<file path="src/rtl/arrow_pkg.sv">
// Shared constants for the arrow glyph renderer: class indices, glyph ROM,
// FSM state encoding and the one-hot decode helper.
package arrow_pkg;

  localparam int ROWS = 16;
  localparam int COLS = 16;

  localparam logic [2:0] ARROW_UP        = 3'd0;
  localparam logic [2:0] ARROW_UPLEFT    = 3'd1;
  localparam logic [2:0] ARROW_LEFTDOWN  = 3'd2;
  localparam logic [2:0] ARROW_LEFT      = 3'd3;
  localparam logic [2:0] ARROW_DOWN      = 3'd4;
  localparam logic [2:0] ARROW_UPRIGHT   = 3'd5;
  localparam logic [2:0] ARROW_DOWNRIGHT = 3'd6;
  localparam logic [2:0] ARROW_RIGHT     = 3'd7;

  typedef enum logic [1:0] {
    ST_IDLE = 2'd0,
    ST_EMIT = 2'd1,
    ST_DONE = 2'd2
  } state_t;

  // Row 0 is the top row; MSB is the leftmost pixel.
  localparam logic [COLS-1:0] GLYPH [8][ROWS] = '{
    '{16'h0000, 16'h0000, 16'h0100, 16'h0380, 16'h07C0, 16'h0FE0, 16'h1FF0, 16'h0380,
      16'h0380, 16'h0380, 16'h0380, 16'h0380, 16'h0380, 16'h0380, 16'h0000, 16'h0000},
    '{16'h0000, 16'h0000, 16'h3F80, 16'h3F00, 16'h3E00, 16'h3F00, 16'h3B80, 16'h31C0,
      16'h20E0, 16'h0070, 16'h0038, 16'h001C, 16'h000C, 16'h0000, 16'h0000, 16'h0000},
    '{16'h0000, 16'h0000, 16'h0000, 16'h000C, 16'h001C, 16'h0038, 16'h0070, 16'h20E0,
      16'h31C0, 16'h3B80, 16'h3F00, 16'h3E00, 16'h3F00, 16'h3F80, 16'h0000, 16'h0000},
    '{16'h0000, 16'h0000, 16'h0000, 16'h0000, 16'h0400, 16'h0C00, 16'h1FFC, 16'h3FFC,
      16'h1FFC, 16'h0C00, 16'h0400, 16'h0000, 16'h0000, 16'h0000, 16'h0000, 16'h0000},
    '{16'h0000, 16'h0000, 16'h0380, 16'h0380, 16'h0380, 16'h0380, 16'h0380, 16'h0380,
      16'h0380, 16'h1FF0, 16'h0FE0, 16'h07C0, 16'h0380, 16'h0100, 16'h0000, 16'h0000},
    '{16'h0000, 16'h0000, 16'h01FC, 16'h00FC, 16'h007C, 16'h00FC, 16'h01DC, 16'h038C,
      16'h0704, 16'h0E00, 16'h1C00, 16'h3800, 16'h3000, 16'h0000, 16'h0000, 16'h0000},
    '{16'h0000, 16'h0000, 16'h0000, 16'h3000, 16'h3800, 16'h1C00, 16'h0E00, 16'h0704,
      16'h038C, 16'h01DC, 16'h00FC, 16'h007C, 16'h00FC, 16'h01FC, 16'h0000, 16'h0000},
    '{16'h0000, 16'h0000, 16'h0000, 16'h0000, 16'h0020, 16'h0030, 16'h3FF8, 16'h3FFC,
      16'h3FF8, 16'h0030, 16'h0020, 16'h0000, 16'h0000, 16'h0000, 16'h0000, 16'h0000}
  };

  function automatic logic [2:0] onehot_to_idx(input logic [7:0] onehot);
    logic [2:0] idx;
    idx = '0;
    for (int i = 0; i < 8; i++) begin
      if (onehot[i]) idx = 3'(i);
    end
    return idx;
  endfunction

endpackage

</file>
<file path="src/rtl/arrow_renderer_if.sv">
// Command, row-stream and frame signals of the arrow renderer.
// master drives commands and row_ready; slave is the renderer.
interface arrow_renderer_if;
  import arrow_pkg::*;

  logic [7:0]           cmd_class;
  logic                 cmd_valid;
  logic                 cmd_ready;
  logic [COLS-1:0]      row_data;
  logic [3:0]           row_idx;
  logic                 row_valid;
  logic                 row_ready;
  logic                 row_last;
  logic [ROWS*COLS-1:0] pixel_vector;
  logic                 frame_valid;
  logic                 cmd_err;
  logic                 busy;

  modport master (
    output cmd_class, cmd_valid, row_ready,
    input  cmd_ready, row_data, row_idx, row_valid, row_last,
           pixel_vector, frame_valid, cmd_err, busy
  );

  modport slave (
    input  cmd_class, cmd_valid, row_ready,
    output cmd_ready, row_data, row_idx, row_valid, row_last,
           pixel_vector, frame_valid, cmd_err, busy
  );

endinterface

</file>
<file path="src/rtl/arrow_glyph_rom.sv">
// Combinational glyph row lookup from the package ROM constant.
module arrow_glyph_rom
  import arrow_pkg::*;
(
  input  logic [2:0]      cls,
  input  logic [3:0]      row,
  output logic [COLS-1:0] row_data
);

  always_comb begin
    row_data = GLYPH[cls][row];
  end

endmodule

</file>
<file path="src/rtl/arrow_renderer.sv">
// Streams one arrow glyph row by row and publishes the completed frame.
//   state   | meaning
//   IDLE    | cmd_ready high; accept one-hot command or flag an illegal one
//   EMIT    | present glyph row `row`; advance on row handshake
//   DONE    | new frame visible on pixel_vector, frame_valid pulse
module arrow_renderer
  import arrow_pkg::*;
(
  input logic            clk,
  input logic            rst_n,
  arrow_renderer_if.slave bus
);

  state_t state, state_nxt;

  logic [2:0]               cls;
  logic [3:0]               row;
  logic [(ROWS-1)*COLS-1:0] acc;
  logic [ROWS*COLS-1:0]     frame;
  logic                     err;
  logic [COLS-1:0]          glyph_row;
  logic                     cmd_ok, accept, reject, handshake, last_hs;

  assign cmd_ok    = ($countones(bus.cmd_class) == 1);
  assign accept    = (state == ST_IDLE) && bus.cmd_valid && cmd_ok;
  assign reject    = (state == ST_IDLE) && bus.cmd_valid && !cmd_ok;
  assign handshake = (state == ST_EMIT) && bus.row_ready;
  assign last_hs   = handshake && (row == 4'(ROWS-1));

  arrow_glyph_rom u_rom (
    .cls      (cls),
    .row      (row),
    .row_data (glyph_row)
  );

  always_ff @(posedge clk or negedge rst_n) begin
    if (!rst_n) state <= ST_IDLE;
    else        state <= state_nxt;
  end

  always_comb begin
    state_nxt = state;
    unique case (state)
      ST_IDLE: if (accept)  state_nxt = ST_EMIT;
      ST_EMIT: if (last_hs) state_nxt = ST_DONE;
      ST_DONE:              state_nxt = ST_IDLE;
      default:              state_nxt = ST_IDLE;
    endcase
  end

  always_comb begin
    bus.cmd_ready    = (state == ST_IDLE);
    bus.busy         = (state != ST_IDLE);
    bus.row_valid    = (state == ST_EMIT);
    bus.row_data     = (state == ST_EMIT) ? glyph_row : '0;
    bus.row_idx      = row;
    bus.row_last     = (state == ST_EMIT) && (row == 4'(ROWS-1));
    bus.frame_valid  = (state == ST_DONE);
    bus.cmd_err      = err;
    bus.pixel_vector = frame;
  end

  // The last row bypasses acc so the frame register is loaded on the final
  // handshake and is already visible during DONE.
  always_ff @(posedge clk or negedge rst_n) begin
    if (!rst_n) begin
      cls   <= '0;
      row   <= '0;
      acc   <= '0;
      frame <= '0;
      err   <= 1'b0;
    end else begin
      err <= reject;
      if (accept) begin
        cls <= onehot_to_idx(bus.cmd_class);
        row <= '0;
        acc <= '0;
      end else if (handshake) begin
        row <= row + 4'd1;
        acc <= {acc[(ROWS-2)*COLS-1:0], glyph_row};
        if (last_hs) frame <= {acc, glyph_row};
      end
    end
  end

endmodule

</file>
<file path="src/flat_wrapper.sv">
// flat-port wrapper written by rule: the top's interface ports become plain ports
module arrow_renderer_flat import arrow_pkg::*;
  (clk, rst_n, bus_cmd_class, bus_cmd_valid, bus_row_ready, bus_cmd_ready, bus_row_data, bus_row_idx, bus_row_valid, bus_row_last, bus_pixel_vector, bus_frame_valid, bus_cmd_err, bus_busy);
  arrow_renderer_if bus_i ();
  input logic clk;
  input logic rst_n;
  input wire logic [$bits(bus_i.cmd_class)-1:0] bus_cmd_class;
  input wire logic [$bits(bus_i.cmd_valid)-1:0] bus_cmd_valid;
  input wire logic [$bits(bus_i.row_ready)-1:0] bus_row_ready;
  output wire logic [$bits(bus_i.cmd_ready)-1:0] bus_cmd_ready;
  output wire logic [$bits(bus_i.row_data)-1:0] bus_row_data;
  output wire logic [$bits(bus_i.row_idx)-1:0] bus_row_idx;
  output wire logic [$bits(bus_i.row_valid)-1:0] bus_row_valid;
  output wire logic [$bits(bus_i.row_last)-1:0] bus_row_last;
  output wire logic [$bits(bus_i.pixel_vector)-1:0] bus_pixel_vector;
  output wire logic [$bits(bus_i.frame_valid)-1:0] bus_frame_valid;
  output wire logic [$bits(bus_i.cmd_err)-1:0] bus_cmd_err;
  output wire logic [$bits(bus_i.busy)-1:0] bus_busy;
  assign bus_i.cmd_class = bus_cmd_class;
  assign bus_i.cmd_valid = bus_cmd_valid;
  assign bus_i.row_ready = bus_row_ready;
  assign bus_cmd_ready = bus_i.cmd_ready;
  assign bus_row_data = bus_i.row_data;
  assign bus_row_idx = bus_i.row_idx;
  assign bus_row_valid = bus_i.row_valid;
  assign bus_row_last = bus_i.row_last;
  assign bus_pixel_vector = bus_i.pixel_vector;
  assign bus_frame_valid = bus_i.frame_valid;
  assign bus_cmd_err = bus_i.cmd_err;
  assign bus_busy = bus_i.busy;
  arrow_renderer u_core (.clk(clk), .rst_n(rst_n), .bus(bus_i));
endmodule
</file>
<file path="config.mk">
export PLATFORM = sky130hd
export DESIGN_NAME = arrow_renderer_flat
export DESIGN_NICKNAME = d
export VERILOG_FILES = /design/src/rtl/arrow_pkg.sv /design/src/rtl/arrow_renderer_if.sv /design/src/rtl/arrow_glyph_rom.sv /design/src/rtl/arrow_renderer.sv /design/src/flat_wrapper.sv
export SDC_FILE = /design/constraint.sdc
export NUM_CORES = 1
export LEC_CHECK = 0
export CAP_MARGIN = 20
export CORE_MARGIN = 2
export CORE_UTILIZATION = 60
export CTS_CLUSTER_DIAMETER = 50
export DETAILED_ROUTE_END_ITERATION = 10
export PLACE_DENSITY = 0.88
export SLEW_MARGIN = 15
export SYNTH_ARGS = -nofsm -noshare
export SYNTH_HDL_FRONTEND = slang
export SYNTH_HIERARCHICAL = 1
export SYNTH_SLANG_ARGS = --single-unit
</file>
<file path="constraint.sdc">
create_clock -name clk -period 5.4 [get_ports clk]
set_input_delay 0.81 -clock clk [delete_from_list [all_inputs] [get_ports clk]]
set_output_delay 0.81 -clock clk [all_outputs]
set_load 0.02 [all_outputs]
</file>
# Yosys cells after proc, flatten, opt, wreduce, memory -nomap -nowiden
# Memories as Yosys holds them, arrays and structs flattened.
# Index checks and enable logic that the tools add are counted.
# word_totals
register_bits	506
rom_bits	2048
output_inout_bits	282
elab_cells	58
mem_count	1
# mem_list
memory	depth	word_bits	rd	rd_ports_with_merged_regs	write_ports	line	source
(name not given)	8	256	1	0	0	arrow_glyph_rom.sv:11	row_data = GLYPH[cls][row];
# op_classes
addsub	8
magnitude_cmp	2
n_eq_ne	6
muxes	20
bitwise	3
reduce_logical	12
# op_table
cell	count
$mux W256	2
$mux W240	2
$add A32 B32 Y32	3
$bmux W16 S4	1
$mux W16	3
$eq A32 B2 Y1 const B	1
$mux W3	4
$add A1 B1 Y2	4
$mux W2	4
$mux W4	2
$logic_and A1 B1 Y1	6
$ge A5 B5 Y1 const B	1
$not A4 Y5	1
$add A4 B1 Y4 const B	1
$eq A4 B4 Y1 const B	1
$ge A4 B4 Y1 const B	1
$ne A2 B1 Y1 const B	2
$not A3 Y4	1
$pmux W2 S2	1
$reduce_bool A2 Y1	2
$reduce_and A3 Y1	1
$eq A2 B1 Y1 const B	1
$eq A2 B2 Y1 const B	1
$logic_not A2 Y1	1
other kinds (4)	4

# Depth between registers and ports, before layout
# Gate-level depths: netlist of run 1.
# depth
word_depth	9
ltp_mapped	14
mapped_depth_nobuf	12

# Hierarchy
# The synthesis of run 1 kept the hierarchy.
# by_module_without_submodules
mod	n_inst	cells_per_inst	area_per_inst_um2
arrow_renderer	1	1666	19696.4
arrow_glyph_rom	1	251	1701.6

# Least setup slack after synthesis of run 1
# No wires, ideal clock.
# synth_path
path_kind	input -> register
start	in bus_cmd_class[0]
end	reg u_core.acc[100]
setup_time_ns	0.127
arrival_time_ns	3.979
slack_ns	1.294
stages	13
cell_sequence	inv_1 > fa_1 > fa_1 > fa_1 > inv_1 > ha_1 > inv_1 > fa_1 > a211o_1 > a211oi_4 > buf_4 > buf_2 > o21ai_0
# synth_via
elab_chain_len	6
elab_cells_between_ends	7
# synth_lines
item	line	source
from (decl)	flat_wrapper.sv:7	input wire logic [$bits(bus_i.cmd_class)-1:0] bus_cmd_class;
$add A1 B1 Y2 (implied by the code) (*)	arrow_renderer.sv:24	assign cmd_ok = ($countones(bus.cmd_class) == 1);
$add A32 B32 Y32 (implied by the code) (*) (2 in series)	arrow_renderer.sv:24	
$eq A32 B2 Y1 (*)	arrow_renderer.sv:24	
$logic_and A1 B1 Y1 (*)	arrow_renderer.sv:25	assign accept = (state == ST_IDLE) && bus.cmd_valid && cmd_ok;
$mux W240 or $reduce_bool A2 Y1 (tied branches)	-	
to (signal assigned)	arrow_renderer.sv:80	acc <= {acc[(ROWS-2)*COLS-1:0], glyph_row};
to (decl)	arrow_renderer.sv:18	logic [(ROWS-1)*COLS-1:0] acc;
# Every way passes the cells marked *; elsewhere a longest branch is shown, timed or not.
# A chain may end at the register's enable or synchronous reset.

# Final worst setup path of run 1
# layout_path
start	reg u_core.cls[0]
end	out bus_row_data[13]
# layout_via
elab_chain_len	8
# layout_lines
item	line	source
from (decl)	arrow_renderer.sv:16	logic [2:0] cls;
from (signal assigned)	arrow_renderer.sv:75	cls <= onehot_to_idx(bus.cmd_class);
$not A3 Y4 (implied by the code)	arrow_glyph_rom.sv:11	
$mem_v2 Z8 W256	-	
$mux W256 (implied by the code) (2 in series)	arrow_glyph_rom.sv:11	
$bmux W16 S4	arrow_glyph_rom.sv:11	
$mux W16 (implied by the code) (2 in series)	arrow_glyph_rom.sv:11	
via u_core.glyph_row[13]	arrow_renderer.sv:21	logic [COLS-1:0] glyph_row;
$mux W16	arrow_renderer.sv:55	bus.row_data = (state == ST_EMIT) ? glyph_row : '0;
to (decl)	flat_wrapper.sv:11	output wire logic [$bits(bus_i.row_data)-1:0] bus_row_data;
# The timed path passes the listed nets, and every way through them passes these cells. The select of a mux whose other input is x is not followed.

==> results of run 1 <==
[power by group through the flow]
stage,clock network (µW),logic [µW],registers [µW]
after floorplan,0,2400,5640
after global placement,0,3860,5700
after detailed placement,0,3990,5760
after CTS,3510,4040,5720
after global routing,3680,4460,5850
final,3460,4090,5730
[cell families after synthesis]
| family | share of synthesized area (%) |
|---|---|
| other cells | 0.0175 |
| flops | 59.2 |
| fa+ha+maj | 1.31 |
| simple gates | 11.6 |
| mux | 14.1 |
| compound gates | 9.38 |
| buf+inv | 4.31 |
| xor+xnor | 0.123 |
[per-layer routing]
metal,up-vias,share of wire (%),track usage [%],wire (µm)
met5,-,0,0,0
met4,0,3.6,11.6,2020
met3,137,8.2,7.38,4630
met2,688,49,50.1,27700
met1,7962,39,39.1,21800
li1,6930,-,-,-
[worst reg2reg max path: cells and delay by family, from the launching register on]
kind | cells | cell delay [ns]
buffers and inverters | 2 | 1.28
AND/OR/NAND/NOR | 2 | 0.71
multiplexers | 1 | 0.49
adder cells (fa/ha/maj) | 1 | 0.20
flip-flops | 1 | 0.66
[flip-flops by register name (all words and copies together) (netlist names)]
| register | count |
|---|---|
| u_core/acc | 240 |
| u_core/cls | 3 |
| u_core/bus.pixel_vector | 256 |
| u_core/bus.row_idx | 4 |
| u_core/state | 2 |
| u_core/bus.cmd_err | 1 |
[cell usage in the layout (no fill, tap or decap), types with 20 or more instances in the layout]
cell type and instances:
o21ai_0 255, clkdlybuf4s50_1 288, nor2_1 22, mux2_2 220
nand2_1 505, a21oi_1 22, dfrtp_1 506, inv_1 20
clkbuf_16 50, mux2_1 36
[through the flow]
step | area, µm² | utilization, % | worst slack, ns
floorplan | 21400 | - | 1.29
global placement | 24400 | 69.1 | 0.500
detailed placement | 24400 | 69.1 | 0.360
CTS | 26000 | 73.7 | 0.702
global route | 26100 | 73.8 | 0.428
finish | 26100 | 73.8 | 0.630
[cell type report]
| cell class | count | area, µm² |
|---|---|---|
| inverter | 23 | 86.3 |
| fill | 2214 | 9250 |
| tap | 461 | 577 |
| clock inverter | 15 | 175 |
| clock buffer | 73 | 1460 |
| timing repair buffer | 318 | 3260 |
| sequential | 506 | 12700 |
| multi-input combinational | 1250 | 7850 |
[worst max path at each step]
stage                          start          endpoint  cells after the start
finish                 u_core/cls[0]  bus_row_data[13]                      9
global route           u_core/cls[0]  bus_row_data[13]                      9
CTS                    u_core/cls[0]  bus_row_data[13]                      9
detailed placement  bus_cmd_class[3]   u_core/acc[118]                     14
global placement    bus_cmd_class[0]     u_core/cls[0]                     14
floorplan           bus_cmd_class[0]   u_core/acc[100]                     13
==> results by group, run 1 <==
Run
  • MaxCap Viol Count: 0

Timing
  • Worst hold-check slack: 0.303 ns
  • Post-layout min period: 4.77 ns
  • RSZ-0062 raised after global routing: false
  • Worst-Margin Slew: 1.10 ns
  • Final period util: 88.3%
  • Worst rel slew slack: 27.0%
  • Clk_skew: 0.0177 ns
  • Maximum clock frequency: 0.210 GHz
  • Count of final max-slew check failures: 0
  • Final setup violation count: 0
  • Fin. Hold Viols: 0
  • Setup TNS: 0 ns

Synth
  • Synth Warn #: 6
  • Register area share after synthesis: 59.2%
  • EDFF count, synth: 0
  • Synth top area cells: dfrtp_1 59%, mux2_2 12%, nand2_1 8.9%
  • Synth area leader: dfrtp_1
  • Mapped Area: 21400 µm²
  • Most frequent cells after synthesis: 506 x dfrtp_1, 506 x nand2_1, 255 x o21ai_0
  • Syn avg cell area: 11.2 µm²
  • Async set or reset register ratio after synthesis: 100%
  • Synth cell types: 71
  • Share of Yosys cell area claimed by the top area cell type: 59.2%
  • Top FF cell, synth: dfrtp_1
  • #FFs+latches synth: 506
  • Cells after Synth: 1917

Critical path
  • Worst r2r path cells: 6
  • Slowest stage cell, crit path: clkdlybuf4s50_1
  • CP required: 4.59 ns
  • CP arrival: 3.96 ns
  • CP most frequent cell: a31oi_1
  • Crit path max-delay family: buffers and inverters
  • CP cell instances: buf_4 -> inv_1 -> ha_1 -> nand2b_1 -> o31ai_1 -> a31oi_1 -> a31oi_1 -> and2_1 -> clkdlybuf4s50_1
  • Largest stage delay on the critical path: 0.61 ns
  • Origin of the critical flop-to-flop path: u_core/bus.row_idx[1]
  • Worst path bufs/invs: 3
  • R2R Path End: u_core/bus.pixel_vector[172]
  • CP Launch Type: flip-flop
  • CP Capture Type: output pin
  • Crit Path Max Fanout: 15
  • Worst setup path category: reg2out
  • R2R setup slack: 1.97 ns

Power and ir drop
  • Power share of the combinational group: 30.8%
  • P_sw: 4890 µW
  • Switching Share: 36.8%
  • VDD IR max: 0.397 mV
  • Clk pwr share: 26.0%
  • Flop pwr share: 43.1%
  • Pwr dens: 510 nW/µm²
  • Int Pwr: 8400 µW
  • Leak: 0.0121 µW
  • Design Power: 13300 µW

Global route
  • Tot GR Track Use: 30.4%
  • Initial antenna violation count: 0
  • Largest net degree at the start of global routing: 138
  • Vias in the first global route: 16.0k
  • Grt ovf: 0
  • First-pass GRT wire length: 87700 µm

Detailed routing
  • Drt total wl: 56200 µm
  • Vias/cell: 5.94
  • Routed len/inst: 21.2 µm
  • # DRC: 0
  • DR iter-0 viols: 1381
  • Routed Antenna Nets: 0
  • Vias: 15.7k
  • Drt first pass iters: 5

Floorplan
  • Number of core rows: 69
  • # IOs: 294
  • Total die area: 37200 µm²
  • Die height: 193 µm
  • Width of the die: 193 µm
  • Starting Density: 60.6%
  • Core ar.: 35300 µm²

CTS
  • Root Buffer: clkbuf_16
  • Post-CTS Setup Bufs: 0
  • Reg clk slew, reported paths: 0.06 ns
  • H-tree lvl count: 2
  • Largest buffer count on any clock path: 3
  • Clock latency on the worst-skew pair: 0.58 ns
  • CTS Hold Bufs: 0
  • Resized Gates After CTS: 0
  • Clock Sinks: 506
  • TritonCTS buffer count: 50
  • TritonCTS clock tree: yes

Layout
  • # nets final: 2181
  • Share of post-route cells with drive strength above 1: 15.8%
  • Synth-to-Final Area Change: 21.8%
  • Finished Layout Cells: 2646
  • # diodes: 0

Hold path
  • HP Class: in2async

Placed design
  • Placed cells: 2557
  • Detail Placement HPWL: 35400 µm
  • RePlAce Congestion: 0.896
  • Number of port buffers: 289

Run status
  • Status: completed
Note: power is estimated with default switching activity, not from simulation.
==> inputs of run 2 (changes only) <==
--- a/config.mk
+++ b/config.mk
@@ -6,6 +6,7 @@
 export NUM_CORES = 1
 export LEC_CHECK = 0
 export CAP_MARGIN = 20
+export CORE_ASPECT_RATIO = 0.7
 export CORE_MARGIN = 2
 export CORE_UTILIZATION = 60
 export CTS_CLUSTER_DIAMETER = 50
==> run 2 against run 1 <==
Combinational power about the same. Clock skew increased by 0.0038 ns. Clock power decreased by 6.4%. Cell area decreased by 0.78%. First-iteration DRC count increased by 26%. Flip-flop and latch count unchanged. Via count decreased by 0.97%. Sequential power about the same. Largest cell class unchanged. Largest power group unchanged.
==> results by group, run 2 (synthesized netlist as in run 1, its figures left out) <==
Detailed routing
  • Drt total wl: 56400 µm (was 56200 µm)
  • Vias: 15.6k (was 15.7k)
  • Routed len/inst: 21.3 µm (was 21.2 µm)
  • Routed Antenna Nets: 0 (unchanged)
  • Vias/cell: 5.88 (was 5.94)
  • Met2 routed WL: 27200 µm (was 27700 µm)
  • Met3 wire len: 3860 µm (was 4630 µm)
  • Drt first pass iters: 6 (was 5)
  • # DRC: 0 (unchanged)
  • Uppermost routed layer: met5 (was met4)
  • Wl on met1: 24100 µm (was 21800 µm)
  • DR iter-0 viols: 1744 (was 1381)

Global route
  • Tot GR Track Use: 30.4% (about the same)
  • First-pass GRT wire length: 89100 µm (was 87700 µm)
  • Largest net degree at the start of global routing: 146 (was 138)
  • Vias in the first global route: 15.8k (was 16.0k)
  • Initial antenna violation count: 3 (was 0)
  • Grt ovf: 0 (unchanged)

Hold path
  • HP Class: in2async (unchanged)

Critical path
  • Largest stage delay on the critical path: 0.61 ns (about the same)
  • CP cell instances: inv_1 -> ha_1 -> nand2b_1 -> o21ai_0 -> nor3_1 -> a21oi_1 -> and2_1 -> clkdlybuf4s50_1 (was buf_4 -> inv_1 -> ha_1 -> nand2b_1 -> o31ai_1 -> a31oi_1 -> a31oi_1 -> and2_1 -> clkdlybuf4s50_1)
  • Worst path bufs/invs: 2 (was 3)
  • CP Depth: 8 (was 9)
  • Slowest stage cell, crit path: clkdlybuf4s50_1 (unchanged)
  • Crit path max-delay family: buffers and inverters (unchanged)
  • CP required: 4.59 ns (about the same)
  • CP arrival: 3.98 ns (was 3.96 ns)
  • CP Capture Type: output pin (unchanged)
  • Worst setup path category: reg2out (unchanged)
  • Crit Path Max Fanout: 12 (was 15)
  • Worst r2r path cells: 6 (unchanged)
  • CP Launch Type: flip-flop (unchanged)

Power and ir drop
  • P_sw: 4850 µW (was 4890 µW)
  • VDD IR max: 0.441 mV (was 0.397 mV)
  • Switching Share: 37.2% (was 36.8%)
  • Flop pwr share: 43.7% (was 43.1%)
  • Clk pwr share: 24.8% (was 26.0%)
  • Int Pwr: 8200 µW (was 8400 µW)
  • Pwr dens: 505 nW/µm² (was 510 nW/µm²)
  • Power share of the combinational group: 31.4% (was 30.8%)
  • Leak: 0.0120 µW (was 0.0121 µW)

CTS
  • Root Buffer: clkbuf_16 (unchanged)
  • Reg clk slew, reported paths: 0.06 ns (about the same)
  • Resized Gates After CTS: 0 (unchanged)
  • Post-CTS Setup Bufs: 0 (unchanged)
  • TritonCTS buffer count: 46 (was 50)
  • Largest buffer count on any clock path: 3 (unchanged)
  • CTS Hold Bufs: 0 (unchanged)
  • Clock latency on the worst-skew pair: 0.56 ns (was 0.58 ns)
  • Clock Sinks: 506 (unchanged)
  • H-tree lvl count: 2 (unchanged)
  • TritonCTS clock tree: yes (unchanged)

Timing
  • Setup TNS: 0 ns (unchanged)
  • Final worst setup slack: 0.612 ns (was 0.630 ns)
  • Worst rel slew slack: 25.2% (was 27.0%)
  • Clk_skew: 0.0215 ns (was 0.0177 ns)
  • Worst-Margin Slew: 1.12 ns (was 1.10 ns)
  • Final setup violation count: 0 (unchanged)
  • RSZ-0062 raised after global routing: false (unchanged)
  • Final period util: 88.7% (was 88.3%)
  • Count of final max-slew check failures: 0 (unchanged)
  • Maximum clock frequency: 0.209 GHz (was 0.210 GHz)
  • Post-layout min period: 4.79 ns (was 4.77 ns)
  • Fin. Hold Viols: 0 (unchanged)

Floorplan
  • Die height: 162 µm (was 193 µm)
  • Starting Density: 61.2% (was 60.6%)
  • Core ar.: 34900 µm² (was 35300 µm²)
  • Total die area: 37200 µm² (about the same)
  • Number of core rows: 57 (was 69)
  • # IOs: 294 (unchanged)
  • Width of the die: 230 µm (was 193 µm)

Layout
  • Most common cell after layout, fill and taps aside: dfrtp_1 (unchanged)
  • # nets final: 2174 (was 2181)
  • Synth-to-Final Area Change: 20.9% (was 21.8%)
  • Most frequent cells in the layout: 506 x dfrtp_1, 505 x nand2_1, 288 x clkdlybuf4s50_1 (unchanged)
  • Finished Layout Cells: 2648 (was 2646)
  • # diodes: 0 (unchanged)
  • Filler instances: 2313 (was 2214)
  • Max reg flops: 256 (unchanged)
  • Share of post-route cells with drive strength above 1: 15.4% (was 15.8%)
  • Finished Cell Area: 25900 µm² (was 26100 µm²)

Run status
  • Status: completed (unchanged)

Placed design
  • Number of port buffers: 289 (unchanged)
  • Placed cells: 2566 (was 2557)
  • Detail Placement HPWL: 36300 µm (was 35400 µm)
  • RePlAce Congestion: 0.953 (was 0.896)
  • Placed Area: 24400 µm² (about the same)
  • Dpl ws: 0.361 ns (was 0.360 ns)

Run
  • MaxCap Viol Count: 0 (unchanged)
[run 2: changes by cell type in the layout (fill, tap and decap cells not counted), sizes merged]
cell,change
buf,-3
clkinv,-1
bufinv,-1
inv,+1
clkinvlp,-1
clkbuf,-4
[run 2: path summary, 6_finish.rpt]
kind,start,end,slack [ns]
max,u_core/cls[0],bus_row_data[10],0.61
min,rst_n,u_core/acc[226],0.23
max reg2reg,u_core/bus.row_idx[0],u_core/bus.pixel_vector[147],2.07
min reg2reg,u_core/bus.pixel_vector[253],u_core/bus.pixel_vector[253],0.49
max in group asynchronous,rst_n,u_core/acc[129],3.83
min in group clk,u_core/bus.pixel_vector[253],u_core/bus.pixel_vector[253],0.49
[run 2: per-layer routing]
| layer | track usage, % | vias to the layer above |
|---|---|---|
| met5 | 0 | - |
| met1 | 43.4 | 7964 |
| met4 | 7.83 | 2 |
| met3 | 5.58 | 95 |
| li1 | - | 6906 |
| met2 | 48.8 | 597 |
[run 2: final cells by class]
| class | count | area [µm²] | share of cell area (%) |
|---|---|---|---|
| inverters | 23 | 86.3 | 0.334 |
| multi-input cells | 1250 | 7850 | 30.3 |
| well taps | 472 | 591 | 2.28 |
| clock inverters | 13 | 138 | 0.532 |
| clock buffers | 69 | 1360 | 5.25 |
| flip-flops and latches | 506 | 12700 | 49.0 |
| repair buffers | 315 | 3180 | 12.3 |
[run 2: stage by stage]
step	util, %	hold slack [ns]	total power [µW]
final	74.0	0.231	13100
after global routing	74.0	0.284	13800
after CTS	74.0	0.266	13100
after detailed placement	69.7	0.476	9760
after global placement	69.7	0.472	9570
after floorplan	-	0.464	8040
[run 2: power by group through the flow]
stage | sequential [µW] | clock (µW) | combinational (µW)
floorplan | 5640 | 0 | 2400
global placement | 5680 | 0 | 3890
detailed placement | 5730 | 0 | 4020
CTS | 5690 | 3290 | 4070
global route | 5830 | 3470 | 4460
finish | 5710 | 3240 | 4100
==> inputs of run 3 (changes only) <==
--- a/config.mk
+++ b/config.mk
@@ -7,10 +7,10 @@
 export LEC_CHECK = 0
 export CAP_MARGIN = 20
 export CORE_ASPECT_RATIO = 0.7
-export CORE_MARGIN = 2
 export CORE_UTILIZATION = 60
 export CTS_CLUSTER_DIAMETER = 50
 export DETAILED_ROUTE_END_ITERATION = 10
+export HOLD_SLACK_MARGIN = 0.15
 export PLACE_DENSITY = 0.88
 export SLEW_MARGIN = 15
 export SYNTH_ARGS = -nofsm -noshare
==> run 3 against run 2 <==
Utilization is 0.37 points higher. First-iteration DRC count grew 15%. Critical endpoint is now bus_row_data[12]. Die area is 2.1% lower. Cell area grew 0.30%. Cell count stayed put.
==> results by group, run 3 (synthesized netlist as in run 1, its figures left out) <==
Detailed routing
  • Wl on met1: 23000 µm (was 24100 µm)
  • Drt total wl: 56000 µm (was 56400 µm)
  • Routed len/inst: 21.1 µm (was 21.3 µm)
  • Uppermost routed layer: met5 (unchanged)
  • Vias: 15.7k (was 15.6k)
  • DR iter-0 viols: 2014 (was 1744)
  • Met2 routed WL: 27100 µm (was 27200 µm)
  • # DRC: 0 (unchanged)
  • Routed Antenna Nets: 0 (unchanged)
  • Drt first pass iters: 6 (unchanged)
  • Met3 wire len: 4640 µm (was 3860 µm)
  • Vias/cell: 5.94 (was 5.88)

Critical path
  • CP startpoint: u_core/cls[1] (was u_core/cls[0])
  • Worst setup path category: reg2out (unchanged)
  • CP Launch Type: flip-flop (unchanged)
  • CP cell instances: inv_1 -> ha_1 -> mux2i_1 -> o21ai_0 -> nand2_1 -> a221oi_2 -> and2_1 -> clkdlybuf4s50_1 (was inv_1 -> ha_1 -> nand2b_1 -> o21ai_0 -> nor3_1 -> a21oi_1 -> and2_1 -> clkdlybuf4s50_1)
  • Largest stage delay on the critical path: 0.62 ns (was 0.61 ns)
  • Worst path bufs/invs: 2 (unchanged)
  • CP required: 4.59 ns (about the same)
  • Crit path max-delay family: buffers and inverters (unchanged)
  • Crit Path Max Fanout: 13 (was 12)
  • Origin of the critical flop-to-flop path: u_core/bus.row_idx[0] (unchanged)
  • CP arrival: 4.08 ns (was 3.98 ns)
  • Slowest stage cell, crit path: ha_1 (was clkdlybuf4s50_1)
  • CP Capture Type: output pin (unchanged)

Placed design
  • Number of port buffers: 289 (unchanged)
  • Detail Placement HPWL: 35700 µm (was 36300 µm)
  • RePlAce Congestion: 0.894 (was 0.953)
  • Placed Area: 24400 µm² (about the same)

Floorplan
  • Total die area: 36400 µm² (was 37200 µm²)
  • Number of core rows: 57 (unchanged)
  • # IOs: 294 (unchanged)
  • Core ar.: 34900 µm² (about the same)
  • Starting Density: 61.4% (was 61.2%)
  • Die height: 160 µm (was 162 µm)
  • Width of the die: 228 µm (was 230 µm)

CTS
  • Clock latency on the worst-skew pair: 0.56 ns (about the same)
  • Largest buffer count on any clock path: 3 (unchanged)
  • Resized Gates After CTS: 0 (unchanged)
  • TritonCTS buffer count: 47 (was 46)
  • Clock Sinks: 506 (unchanged)
  • H-tree lvl count: 2 (unchanged)
  • Post-CTS Setup Bufs: 0 (unchanged)
  • Root Buffer: clkbuf_16 (unchanged)
  • CTS Hold Bufs: 0 (unchanged)
  • Reg clk slew, reported paths: 0.06 ns (about the same)
  • TritonCTS clock tree: yes (unchanged)

Global route
  • Vias in the first global route: 15.9k (was 15.8k)
  • First-pass GRT wire length: 89300 µm (was 89100 µm)
  • Grt ovf: 0 (unchanged)
  • Tot GR Track Use: 30.8% (was 30.4%)
  • Initial antenna violation count: 2 (was 3)
  • Largest net degree at the start of global routing: 144 (was 146)

Layout
  • Synth-to-Final Area Change: 21.2% (was 20.9%)
  • # nets final: 2172 (was 2174)
  • Most frequent cells in the layout: 506 x dfrtp_1, 505 x nand2_1, 288 x clkdlybuf4s50_1 (unchanged)
  • Finished Cell Area: 25900 µm² (about the same)
  • Max reg flops: 256 (unchanged)
  • Share of post-route cells with drive strength above 1: 15.4% (unchanged)
  • # diodes: 0 (unchanged)
  • Most common cell after layout, fill and taps aside: dfrtp_1 (unchanged)

Power and ir drop
  • Design Power: 13100 µW (about the same)
  • VDD IR max: 0.425 mV (was 0.441 mV)
  • Leak: 0.0120 µW (about the same)
  • Pwr dens: 506 nW/µm² (was 505 nW/µm²)

Timing
  • RSZ-0062 raised after global routing: false (unchanged)
  • Post-layout min period: 4.89 ns (was 4.79 ns)
  • Count of final max-slew check failures: 0 (unchanged)
  • Maximum clock frequency: 0.205 GHz (was 0.209 GHz)
  • Worst hold-check slack: 0.264 ns (was 0.231 ns)
  • Setup TNS: 0 ns (unchanged)
  • Final setup violation count: 0 (unchanged)
  • Worst-Margin Slew: 1.10 ns (was 1.12 ns)
  • Final period util: 90.5% (was 88.7%)
  • Clk_skew: 0.00755 ns (was 0.0215 ns)
  • Fin. Hold Viols: 0 (unchanged)
  • Worst rel slew slack: 26.5% (was 25.2%)

Run status
  • Status: completed (unchanged)

Run
  • MaxCap Viol Count: 0 (unchanged)

Hold path
  • HP Class: in2async (unchanged)
## run 3: path summary, 6_finish.rpt
check	end	slack, ns	cells past startpoint
hold / removal	u_core/acc[227]	0.26	1
max in group asynchronous	u_core/acc[83]	3.78	2
hold reg to reg	u_core/bus.pixel_vector[188]	0.49	1
setup reg to reg	u_core/bus.pixel_vector[107]	2.18	6
setup / recovery	bus_row_data[12]	0.51	8
min in group clk	u_core/bus.pixel_vector[188]	0.49	1
## run 3: final cells by class
type	count	area (µm²)
inverters	23	86.3
multi-input cells	1250	7850
clock buffers	71	1410
flip-flops and latches	506	12700
fillers	2230	8940
clock inverters	14	138
repair buffers	312	3210
well taps	472	591
## run 3: report_power, final
group          total [µW]  leakage (µW)  switching [µW]  internal [µW]
sequential           5740       0.00693             960           4780
clock                3300      0.000745            1440           1860
combinational        4090       0.00432            2500           1590
total               13100        0.0120            4900           8230
## run 3: stage by stage
stage          setup WS (ns)  util, %  std cells
2_1_floorplan           1.29        -       1920
3_3_place_gp           0.551     69.9       2563
3_5_place_dp           0.432     69.9       2563
4_1_cts                0.626     74.4       2648
5_1_grt                0.425     74.4       2648
6_report               0.514     74.4       2648
## run 3: metal layers
layer / global-route usage [%] / up-vias
li1: - / 6926
met1: 42.5 / 7986
met2: 49.6 / 702
met3: 7.70 / 110
met4: 7.46 / 4
met5: 0 / -
## run 3: worst reg2reg max path, stage by stage (launching register included)
cell and delay (ns):
dfrtp_1 0.62, buf_4 0.32, ha_1 0.22, and4_1 0.22, nand2_8 0.42, buf_4 0.81, mux2_2 0.49
